`config.mk`:
```
export PLATFORM = sky130hd
export DESIGN_NAME = wb_bus_arbiter
export DESIGN_NICKNAME = d
export VERILOG_FILES = /design/src/rtl/wb_bus_arbiter_pkg.sv /design/src/rtl/wb_bus_arbiter_timeout.sv /design/src/rtl/wb_bus_arbiter.sv
export SDC_FILE = /design/constraint.sdc
export NUM_CORES = 1
export LEC_CHECK = 0
export CORE_AREA = 2 2 110 112
export DETAILED_ROUTE_END_ITERATION = 8
export DIE_AREA = 0 0 112 114
export GPL_TIMING_DRIVEN = 0
export SLEW_MARGIN = 20
export SYNTH_ARGS = -nofsm -noshare
export SYNTH_HDL_FRONTEND = slang
export SYNTH_SLANG_ARGS = --single-unit
```
`constraint.sdc`:
```
create_clock -name clk_i -period 2.47 [get_ports clk_i]
set_input_delay 0.247 -clock clk_i [delete_from_list [all_inputs] [get_ports clk_i]]
set_output_delay 0.247 -clock clk_i [all_outputs]
set_load 0.03 [all_outputs]
```
`src/rtl/wb_bus_arbiter_pkg.sv`:
```
// Shared encodings for the two-master Wishbone arbiter: FSM states,
// last-grant codes and the IDLE arbitration rule.
package wb_bus_arbiter_pkg;

    localparam logic [1:0] ARB_IDLE  = 2'd0;
    localparam logic [1:0] ARB_GNT_I = 2'd1;
    localparam logic [1:0] ARB_GNT_D = 2'd2;

    localparam logic GNT_I = 1'b0;
    localparam logic GNT_D = 1'b1;

    // Round-robin pick: a lone requester wins; on a tie the master that was
    // not served last wins. No request keeps the arbiter idle.
    function automatic logic [1:0] arb_pick(input logic req_i,
                                            input logic req_d,
                                            input logic last_gnt);
        logic [1:0] pick;
        pick = ARB_IDLE;
        if (req_i && req_d) begin
            pick = (last_gnt == GNT_I) ? ARB_GNT_D : ARB_GNT_I;
        end else if (req_i) begin
            pick = ARB_GNT_I;
        end else if (req_d) begin
            pick = ARB_GNT_D;
        end
        return pick;
    endfunction

endpackage

```
`src/rtl/wb_bus_arbiter_timeout.sv`:
```
// Bus watchdog counter: held at zero while clear_i is high, counts enabled
// cycles and saturates at all-ones. fire_o pulses on the LIMIT-th enabled
// cycle after a clear. LIMIT = 0 disables firing entirely.
module wb_timeout_counter #(
    parameter int LIMIT = 1024,
    parameter int W     = 11
) (
    input  logic clk_i,
    input  logic rst_i,
    input  logic clear_i,
    input  logic enable_i,
    output logic fire_o
);

    localparam int            FIRE_AT_INT = (LIMIT == 0) ? 0 : LIMIT - 1;
    localparam logic [W-1:0]  FIRE_AT     = FIRE_AT_INT[W-1:0];
    localparam bit            ARMED       = (LIMIT != 0);

    logic [W-1:0] cnt_q;
    logic [W-1:0] cnt_d;

    // Next count: clear dominates, then saturating increment.
    always_comb begin
        cnt_d = cnt_q;
        if (clear_i) begin
            cnt_d = '0;
        end else if (enable_i && (cnt_q != '1)) begin
            cnt_d = cnt_q + 1'b1;
        end
    end

    // Counter register.
    always_ff @(posedge clk_i or posedge rst_i) begin
        if (rst_i) begin
            cnt_q <= '0;
        end else begin
            cnt_q <= cnt_d;
        end
    end

    assign fire_o = ARMED && enable_i && (cnt_q == FIRE_AT);

endmodule

```
`src/rtl/wb_bus_arbiter.sv`:
```
// Two-master (instruction/data) to one-slave Wishbone classic arbiter.
// Round-robin, one transfer per grant, registered grant, optional watchdog
// that terminates a hung transfer with a one-cycle err to the owner.
module wb_bus_arbiter
    import wb_bus_arbiter_pkg::*;
#(
    parameter int TIMEOUT_CYCLES = 1024,
    parameter int TMO_W          = 11
) (
    input  logic        clk_i,
    input  logic        rst_i,
    input  logic        iwbs_cyc_i,
    input  logic        iwbs_stb_i,
    input  logic [31:0] iwbs_addr_i,
    output logic [31:0] iwbs_dat_o,
    output logic        iwbs_ack_o,
    output logic        iwbs_err_o,
    input  logic        dwbs_cyc_i,
    input  logic        dwbs_stb_i,
    input  logic        dwbs_we_i,
    input  logic [3:0]  dwbs_sel_i,
    input  logic [31:0] dwbs_addr_i,
    input  logic [31:0] dwbs_dat_i,
    output logic [31:0] dwbs_dat_o,
    output logic        dwbs_ack_o,
    output logic        dwbs_err_o,
    output logic        wbm_cyc_o,
    output logic        wbm_stb_o,
    output logic        wbm_we_o,
    output logic [3:0]  wbm_sel_o,
    output logic [31:0] wbm_addr_o,
    output logic [31:0] wbm_dat_o,
    input  logic [31:0] wbm_dat_i,
    input  logic        wbm_ack_i,
    input  logic        wbm_err_i
);

    logic [1:0] state_q, state_d;
    logic       last_gnt_q, last_gnt_d;
    logic       gnt_i, gnt_d;
    logic       tmo_en, tmo_fire;
    logic       slave_done;

    assign gnt_i      = (state_q == ARB_GNT_I);
    assign gnt_d      = (state_q == ARB_GNT_D);
    assign slave_done = wbm_ack_i || wbm_err_i;
    // The watchdog only runs while a grant is outstanding and unanswered.
    assign tmo_en     = (gnt_i || gnt_d) && !slave_done;

    wb_timeout_counter #(
        .LIMIT (TIMEOUT_CYCLES),
        .W     (TMO_W)
    ) u_tmo (
        .clk_i    (clk_i),
        .rst_i    (rst_i),
        .clear_i  (state_q == ARB_IDLE),
        .enable_i (tmo_en),
        .fire_o   (tmo_fire)
    );

    // Next state: arbitrate in IDLE, return to IDLE after every transfer,
    // abort, or watchdog expiry, remembering who was just served.
    always_comb begin
        state_d    = state_q;
        last_gnt_d = last_gnt_q;
        case (state_q)
            ARB_IDLE: begin
                state_d = arb_pick(iwbs_cyc_i && iwbs_stb_i,
                                   dwbs_cyc_i && dwbs_stb_i, last_gnt_q);
            end
            ARB_GNT_I: begin
                if (!iwbs_cyc_i || slave_done || tmo_fire) begin
                    state_d    = ARB_IDLE;
                    last_gnt_d = GNT_I;
                end
            end
            ARB_GNT_D: begin
                if (!dwbs_cyc_i || slave_done || tmo_fire) begin
                    state_d    = ARB_IDLE;
                    last_gnt_d = GNT_D;
                end
            end
            default: state_d = ARB_IDLE;
        endcase
    end

    // State registers.
    always_ff @(posedge clk_i or posedge rst_i) begin
        if (rst_i) begin
            state_q    <= ARB_IDLE;
            last_gnt_q <= GNT_I;
        end else begin
            state_q    <= state_d;
            last_gnt_q <= last_gnt_d;
        end
    end

    // Bus mux and response routing; everything is zero outside a grant.
    // An ack that coincides with the owner dropping cyc is swallowed.
    always_comb begin
        wbm_cyc_o  = 1'b0;
        wbm_stb_o  = 1'b0;
        wbm_we_o   = 1'b0;
        wbm_sel_o  = 4'h0;
        wbm_addr_o = 32'h0;
        wbm_dat_o  = 32'h0;
        iwbs_dat_o = 32'h0;
        iwbs_ack_o = 1'b0;
        iwbs_err_o = 1'b0;
        dwbs_dat_o = 32'h0;
        dwbs_ack_o = 1'b0;
        dwbs_err_o = 1'b0;
        if (gnt_i) begin
            wbm_cyc_o  = iwbs_cyc_i && !tmo_fire;
            wbm_stb_o  = iwbs_stb_i && !tmo_fire;
            wbm_sel_o  = 4'hF;
            wbm_addr_o = iwbs_addr_i;
            iwbs_dat_o = wbm_dat_i;
            iwbs_ack_o = wbm_ack_i && iwbs_cyc_i;
            iwbs_err_o = wbm_err_i || tmo_fire;
        end else if (gnt_d) begin
            wbm_cyc_o  = dwbs_cyc_i && !tmo_fire;
            wbm_stb_o  = dwbs_stb_i && !tmo_fire;
            wbm_we_o   = dwbs_we_i;
            wbm_sel_o  = dwbs_sel_i;
            wbm_addr_o = dwbs_addr_i;
            wbm_dat_o  = dwbs_dat_i;
            dwbs_dat_o = wbm_dat_i;
            dwbs_ack_o = wbm_ack_i && dwbs_cyc_i;
            dwbs_err_o = wbm_err_i || tmo_fire;
        end
    end

endmodule

```
# Yosys cells after proc, flatten, opt, wreduce, memory -nomap -nowiden
# Index checks and enable logic that the tools add are counted.
[totals]
wordCells = 71
romBits = 0
mem_count = 0
ff_bits = 14
inputBits = 141
ramBits = 0
output_inout_bits = 139
latchBits = 0
[op_classes]
n_addsub = 1
muxes = 33
div_mod_pow = 0
n_shift = 0
multipliers = 0
order_cmp = 0
n_reduce_logical = 28
n_bitwise = 0
n_eq_ne = 6
[op_table]
columns = ["op", "count"]
rows = [
  ["32-bit two-way mux", 7],
  ["11-bit two-way mux", 2],
  ["1-bit two-way mux", 14],
  ["1-bit logical AND", 12],
  ["2-bit two-way mux", 6],
  ["11-bit by 1-bit adder with 11-bit output, second input constant", 1],
  ["11-bit by 10-bit equality test with 1-bit output, second input constant", 1],
  ["11-bit != test, second input constant", 1],
  ["4-bit two-way mux", 2],
  ["1-bit logical OR", 7],
  ["2-bit one-hot mux with 3 select lines", 1],
  ["1-bit logical NOT", 4],
  ["2-bit by 1-bit != test with 1-bit output, second input constant", 2],
  ["2-bit nonzero test", 2],
  ["3-bit AND reduction", 1],
  ["2-bit by 1-bit equality test with 1-bit output, second input constant", 1],
  ["2-bit equality test, second input constant", 1],
  ["2-bit logical NOT", 1],
  ["1-bit one-hot mux with 2 select lines", 1],
  ["2-bit AND reduction", 1],
]

# Logic depth before layout (Yosys ltp)
# Gate-level depths: netlist of run 1.
[logic_depth]
ltp_word = 8
depth_mapped = 8
depth_no_buf = 6

# Hierarchy
# Synthesis of run 1 repeated with hierarchy kept, for this count alone.
[unflattened]
hier_cells = 254
hier_area_um2 = 1925.6
[modules_own_cells]
columns = ["module", "area_each_um2", "instances", "cells_per_inst", "seq_area_each_um2"]
rows = [
  ["wb_bus_arbiter", 1310.0, 1, 188, 75.1],
  ["wb_timeout_counter", 615.6, 1, 66, 275.3],
]

# Worst setup path after synthesis of run 1
# Ideal clock, no wire load.
[synth_timing]
path_type = "register -> output"
start = "register state_q[0]"
end = "output port wbm_stb_o"
stages_incl_launch_ff = 9
n_path_buf = 2
t_arrival_ns = 1.811
path_slack_ns = 0.412
required_time_ns = 2.223
cell_sequence = "dfrtp_1 -> inv_1 -> ha_1 -> buf_2 -> inv_1 -> nor2_1 -> clkbuf_1 -> a22oi_1 -> nor2_1"
[synth_via]
elab_chain_len = 8
[synth_rtl]
columns = ["item", "line", "text"]
rows = [
  ["from (decl)", "wb_bus_arbiter.sv:38", "logic [1:0] state_q, state_d;"],
  ["from (signal assigned)", "wb_bus_arbiter.sv:93", "state_q <= state_d;"],
  ["2-bit equality test *", "wb_bus_arbiter.sv:45", "assign gnt_d = (state_q == ARB_GNT_D);"],
  ["via gnt_d", "wb_bus_arbiter.sv:40", "logic gnt_i, gnt_d;"],
  ["1-bit logical OR", "wb_bus_arbiter.sv:48", "assign tmo_en = (gnt_i || gnt_d) && !slave_done;"],
  ["1-bit logical AND", "wb_bus_arbiter.sv:48", ""],
  ["1-bit logical AND", "wb_bus_arbiter_timeout.sv:41", "assign fire_o = ARMED && enable_i && (cnt_q == FIRE_AT);"],
  ["1-bit logical NOT", "wb_bus_arbiter.sv:115, wb_bus_arbiter.sv:123", ""],
  ["1-bit logical AND", "wb_bus_arbiter.sv:123", "wbm_stb_o = dwbs_stb_i && !tmo_fire;"],
  ["1-bit two-way mux", "wb_bus_arbiter.sv:121", "end else if (gnt_d) begin"],
  ["1-bit two-way mux *", "wb_bus_arbiter.sv:113", "if (gnt_i) begin"],
  ["to (decl)", "wb_bus_arbiter.sv:28", "output logic wbm_stb_o,"],
]
# Mark *: on every way through the listed nets, which the timed path passes. The rest lies on a longest branch.

# Final worst setup path of run 1
[layout_timing]
start = "register state_q[1]"
end = "output port iwbs_dat_o[0]"
[layout_via]
elab_chain_len = 2
[layout_rtl]
columns = ["item", "line", "text"]
rows = [
  ["2-bit by 1-bit equality test with 1-bit output", "wb_bus_arbiter.sv:44", "assign gnt_i = (state_q == ARB_GNT_I);"],
  ["32-bit two-way mux", "wb_bus_arbiter.sv:113", ""],
  ["to (decl)", "wb_bus_arbiter.sv:15", "output logic [31:0] iwbs_dat_o,"],
]
# Every way passes these cells.

==> run summary, run 1 <==
Outcome - finished, final reports clean
Largest net degree at the start of global routing - 15
Worst-Margin Slew - 0.565 ns
Die area - 12800 µm²
Logic pwr share - 64.3%
Initial core utilization - 17.0%
# hold bufs at CTS - 0
CP endpoint kind - output pin
Internal power - 0.933 mW
Clock share of power - 20.8%
Via count - 3216
Fin util - 40.1%
GRT overflow - 0
Via density - 4.34
Vias in the first global route - 3236
Crit-path cells - inv_1 -> ha_2 -> clkbuf_2 -> and2_1 -> clkdlybuf4s50_1
Startpoint types - flop
Overall power - 1.66 mW
DR iter-0 viols - 160
Most frequent cells in the layout - 142 x clkdlybuf4s50_1, 100 x clkbuf_2, 97 x and2_1
Period minus WS final - 2.35 ns
Commonest non-fill, non-tap cell in the layout - clkdlybuf4s50_1
Critical Path RT - 2.22 ns
Gr usage total - 17.4%
CTS Sinks - 14
Switching pwr - 0.728 mW
Overall routed net length - 12.0 mm
Period utilization - 95.0%
Post-Syn Nets - 453
Fin Hold WS - 0.356 ns
Slowest-stage cell, CP - clkdlybuf4s50_1
Top area cells in the synthesized netlist - and2_1 31%, dfrtp_1 18%, nand2_1 12%
Worst r2r path cells - 6
Synth area leader - and2_1
Die span in x - 112 µm
Initial antenna violation count - 0
Yosys reg bits - 14
Final #Nets - 740
Global-route wire length before repair - 17.8 mm
CTS root buf - clkbuf_16
Critical path type - flop to output pin
Avg WL per Cell - 16.3 µm
Synth-to-layout area growth - 137%
Detail Placement HPWL - 10.3 mm
Maxcap violations - 0
Post-Syn Instances - 308
RSZ-0062 raised after global routing - yes
VDD IR-drop max - 215 µV
P per Cell Area - 353 nW/µm²
Share of the synthesized area in the top cell type - 30.5%
Num rows - 40
Sw Ratio - 43.8%
Core area - 11700 µm²
Finish-stage setup viols - 0
Synth cell types - 37
Drt pass-1 iters - 4
Skew-Pair Late Insertion Delay - 0.25 ns
Worst path max stage delay - 0.68 ns
IO buf count - 279
Slew HR - 62.3%
Fin. max-slew vios - 0
Syn Std Cell Area - 1990 µm²
Mapped Avg Cell Area - 6.45 µm²
Register share of total power - 14.9%
Height of the die - 114 µm
I/O pin total - 280
Antenna Nets Post-Route - 0
Placed Cells - 734
Max Freq - 0.426 GHz
Worst hold path class - input pin to asynchronous set/reset pin
Final hold vios - 0
Synth warn - 0
TritonCTS clock tree - done
Skew final - 0.00250 ns
H-tree depth - 1
ANT cells - 0
Drt drc - 0
Layout cell share with drive strength beyond 1 - 22.7%
Leak - 2.35 nW
Crit path DAT - 2.10 ns
Crit path max fanout - 10
Clock-pin slew on the worst setup and hold paths - 0.05 ns
Clock Path Buffers - 2
Non-Filler Instances - 741
Sequential share of the synthesized area - 17.6%
GPL Wtd Cong - 0.816
TritonCTS Buffers - 3
==> kinds of logic after synthesis <==
| group | after synthesis | share of synthesized area [%] |
|---|---|---|
| mux | 3 | 1.51 |
| compound gates | 58 | 17.3 |
| buf+inv | 27 | 5.16 |
| flops | 14 | 17.6 |
| fa+ha+maj | 4 | 2.52 |
| xor+xnor | 3 | 1.32 |
| simple gates | 199 | 54.6 |
==> stage by stage <==
step	worst slack, ns	setup TNS (ns)	area [µm²]
after floorplan	0.412	0	1990
after global placement	-0.620	-46.80	4960
after detailed placement	-0.647	-53.87	4960
after CTS	0.00344	0	4980
after global routing	-0.0588	-0.0588	4700
final	0.123	0	4700
==> critical path: cells and delay by family (launching register included) <==
kind | cells | cell delay (ns)
AND/OR/NAND/NOR | 1 | 0.15
adder cells (fa/ha/maj) | 1 | 0.30
buffers and inverters | 3 | 1.03
flip-flops | 1 | 0.37
==> final timing paths <==
path                             from             end  slack [ns]
hold / removal                  rst_i  u_tmo.cnt_q[5]        0.36
setup / recovery           state_q[1]   iwbs_dat_o[0]        0.12
min in group clk_i         last_gnt_q      last_gnt_q        0.52
setup reg to reg           state_q[0]  u_tmo.cnt_q[6]        0.57
max in group asynchronous       rst_i      last_gnt_q        1.74
hold reg to reg            last_gnt_q      last_gnt_q        0.52
==> what timing repair did <==
item	CTS	global route
buffers inserted	1	2
gates resized for setup	181	225
gates cloned	0	0
pin swaps	1	0
endpoints found under the setup margin	139	117
==> state kept, by name, indices dropped and copies added, names as in the netlist <==
register / count
last_gnt_q: 1
state_q: 2
u_tmo.cnt_q: 11
==> cell usage after synthesis, drive strengths merged <==
library cell and instances:
o2bb2ai 1, a22o 1, o311ai 1, buf 5
and4 1, a21oi 5, and2 97, nand3 5
inv 4, o21a 2, ha 4, o2111ai 2
nand2 66, xor2 3, nor3 3, mux2i 3
or3 5, dfrtp 14, or4 1, nor2 10
a31oi 1, a22oi 3, clkbuf 18, nor3b 1
or3b 1, o31ai 2, o21ai 36, and3 4
nand3b 1, a21o 4, nor4 1, nand4 3
==> power by group through the flow <==
stage          clock (mW)  sequential, mW  combinational (mW)
2_1_floorplan           0           0.249               0.559
3_3_place_gp            0           0.250                1.17
3_5_place_dp            0           0.251                1.18
4_1_cts             0.353           0.247                1.10
5_1_grt             0.368           0.250                1.14
6_report            0.346           0.247                1.07
==> metal layers <==
metal	up-vias	GRT usage, %	share of wire (%)
li1	1587	-	-
met4	0	2.85	1.0
met1	1447	20.5	39
met2	172	31.2	50
met5	-	0	0
met3	10	5.90	10
==> cell type report <==
class | count | area (µm²)
repair buffers | 282 | 2390
well taps | 147 | 184
fillers | 1240 | 7010
inverters | 4 | 15.0
multi-input cells | 267 | 1540
flip-flops and latches | 14 | 350
clock buffers | 4 | 88.8
plain buffers | 23 | 125
No activity file was read; power rests on OpenSTA's default activity.
==> run 2: changes to the inputs <==
--- a/config.mk
+++ b/config.mk
@@ -9,6 +9,7 @@
 export DETAILED_ROUTE_END_ITERATION = 8
 export DIE_AREA = 0 0 112 114
 export GPL_TIMING_DRIVEN = 0
+export REMOVE_ABC_BUFFERS = 1
 export SLEW_MARGIN = 20
 export SYNTH_ARGS = -nofsm -noshare
 export SYNTH_HDL_FRONTEND = slang
==> constraint.sdc (replaced) <==
create_clock -name clk_i -period 2.55 [get_ports clk_i]
set_input_delay 0.255 -clock clk_i [delete_from_list [all_inputs] [get_ports clk_i]]
set_output_delay 0.255 -clock clk_i [all_outputs]
set_load 0.03 [all_outputs]
==> run summary, run 2 (synthesis gave the netlist of run 1 again) <==
Synth-to-layout area growth - 164%
Worst hold path class - input pin to asynchronous set/reset pin
Max FFs per register - 11
DR iter-0 viols - 162
H-tree depth - 1
Core area - 11700 µm²
I/O pin total - 280
Outcome - finished, final reports clean
Filler cells - 1215
Drt pass-1 iters - 4
TritonCTS clock tree - done
ANT cells - 0
CP Launch Point - state_q[0]
Leak - 2.81 nW
Crit path max fanout - 6
Overall routed net length - 12.6 mm
CTS Sinks - 14
Largest net degree at the start of global routing - 63
Maxcap violations - 0
Skew-Pair Late Insertion Delay - 0.25 ns
Num rows - 40
Drt drc - 0
Via count - 3158
Placed cell area - 4950 µm²
Final #Nets - 736
Max Freq - 0.404 GHz
Worst path max stage delay - 0.72 ns
Initial antenna violation count - 0
R2R Path Start - state_q[0]
Initial core utilization - 17.0%
# hold bufs at CTS - 0
Layout cell share with drive strength beyond 1 - 14.2%
Commonest non-fill, non-tap cell in the layout - clkdlybuf4s50_1
Crit path DAT - 2.22 ns
Clock Path Buffers - 2
Fin area - 5240 µm²
Final hold vios - 0
Vias in the first global route - 3113
Skew final - 0.00351 ns
Non-Filler Instances - 737
Placed Cells - 713
Global-route wire length before repair - 18.5 mm
Crit-path cells - inv_1 -> ha_4 -> buf_12 -> buf_4 -> nand2_1 -> o21ai_0 -> clkdlybuf4s50_1
Critical Path RT - 2.30 ns
Slew HR - 64.7%
Height of the die - 114 µm
Clock-pin slew on the worst setup and hold paths - 0.05 ns
Detail Placement HPWL - 9.11 mm
Final WS setup - 0.0731 ns
Largest registers - u_tmo.cnt_q x11, state_q x2, last_gnt_q x1
Finish-stage setup viols - 0
Startpoint types - flop
Antenna Nets Post-Route - 0
CTS root buf - clkbuf_16
Reg with most FFs - u_tmo.cnt_q
Via density - 4.28
Avg WL per Cell - 17.1 µm
Period minus WS final - 2.48 ns
GRT overflow - 0
Fin. max-slew vios - 0
TritonCTS Buffers - 3
CP endpoint kind - output pin
Pre-CTS setup slack - -0.853 ns
Slowest-stage cell, CP - clkdlybuf4s50_1
Die span in x - 112 µm
Die area - 12800 µm²
VDD IR-drop max - 294 µV
Period utilization - 97.1%
Critical path type - flop to output pin
Most frequent cells in the layout - 168 x clkdlybuf4s50_1, 97 x and2_1, 66 x nand2_1
IO buf count - 279
GPL Wtd Cong - 0.825
Worst-Margin Slew - 0.529 ns
Gr usage total - 18.3%
P per Cell Area - 330 nW/µm²
run 2: timing repair:
| action | 4_1_cts | 5_1_grt |
|---|---|---|
| endpoints found under the setup margin | 139 | 97 |
| gates cloned | 4 | 0 |
| resized for setup | 211 | 44 |
| setup buffers | 12 | 4 |
| pin swaps | 5 | 2 |
run 2: worst paths after layout:
path	endpoint	depth (start not counted)	slack, ns
max in group asynchronous	state_q[0]	2	1.83
setup reg to reg	u_tmo.cnt_q[9]	6	0.54
hold reg to reg	u_tmo.cnt_q[10]	2	0.53
setup / recovery	wbm_addr_o[6]	7	0.07
hold / removal	u_tmo.cnt_q[4]	2	0.36
min in group clk_i	u_tmo.cnt_q[10]	2	0.53
run 2: worst max-delay path: cells and delay by family, from the launching register on:
family / cells / cell delay [ns]
simple gates: 1 / 0.06
buf+inv: 4 / 1.13
fa+ha+maj: 1 / 0.20
compound gates: 1 / 0.19
flops: 1 / 0.40
run 2: power by group:
group / total, mW / internal [mW] / switching (mW)
sequential: 0.242 / 0.233 / 0.00919
combinational: 1.15 / 0.536 / 0.619
clock: 0.331 / 0.238 / 0.0932
run 2: cell type report:
cell class                 count  area (µm²)  share of cell area (%)
sequential                    14         350                    6.68
tap                          147         184                    3.51
clock buffer                   4        88.8                    1.69
timing repair buffer         297        2990                    57.1
multi-input combinational    271        1610                    30.6
inverter                       4        18.8                   0.358
run 2: per-layer routing:
metal | vias to the layer above | part of all wire (%) | routed length (µm) | global-route usage (%)
li1 | 1579 | - | - | -
met1 | 1444 | 43 | 5460 | 23.9
met2 | 128 | 46 | 5840 | 30.3
met3 | 7 | 9.3 | 1170 | 6.16
met4 | 0 | 0.80 | 100 | 2.44
met5 | - | 0 | 0 | 0
run 2: metrics by stage:
step	power (mW)	hold WS (ns)	utilization, %	TNS [ns]
floorplan	0.771	0.144	-	-107.96
global placement	1.35	0.492	41.6	-392.07
detailed placement	1.37	0.509	42.2	-50.80
CTS	1.74	0.384	43.6	0
global route	1.81	0.430	44.8	-0.00201
finish	1.73	0.363	44.8	0
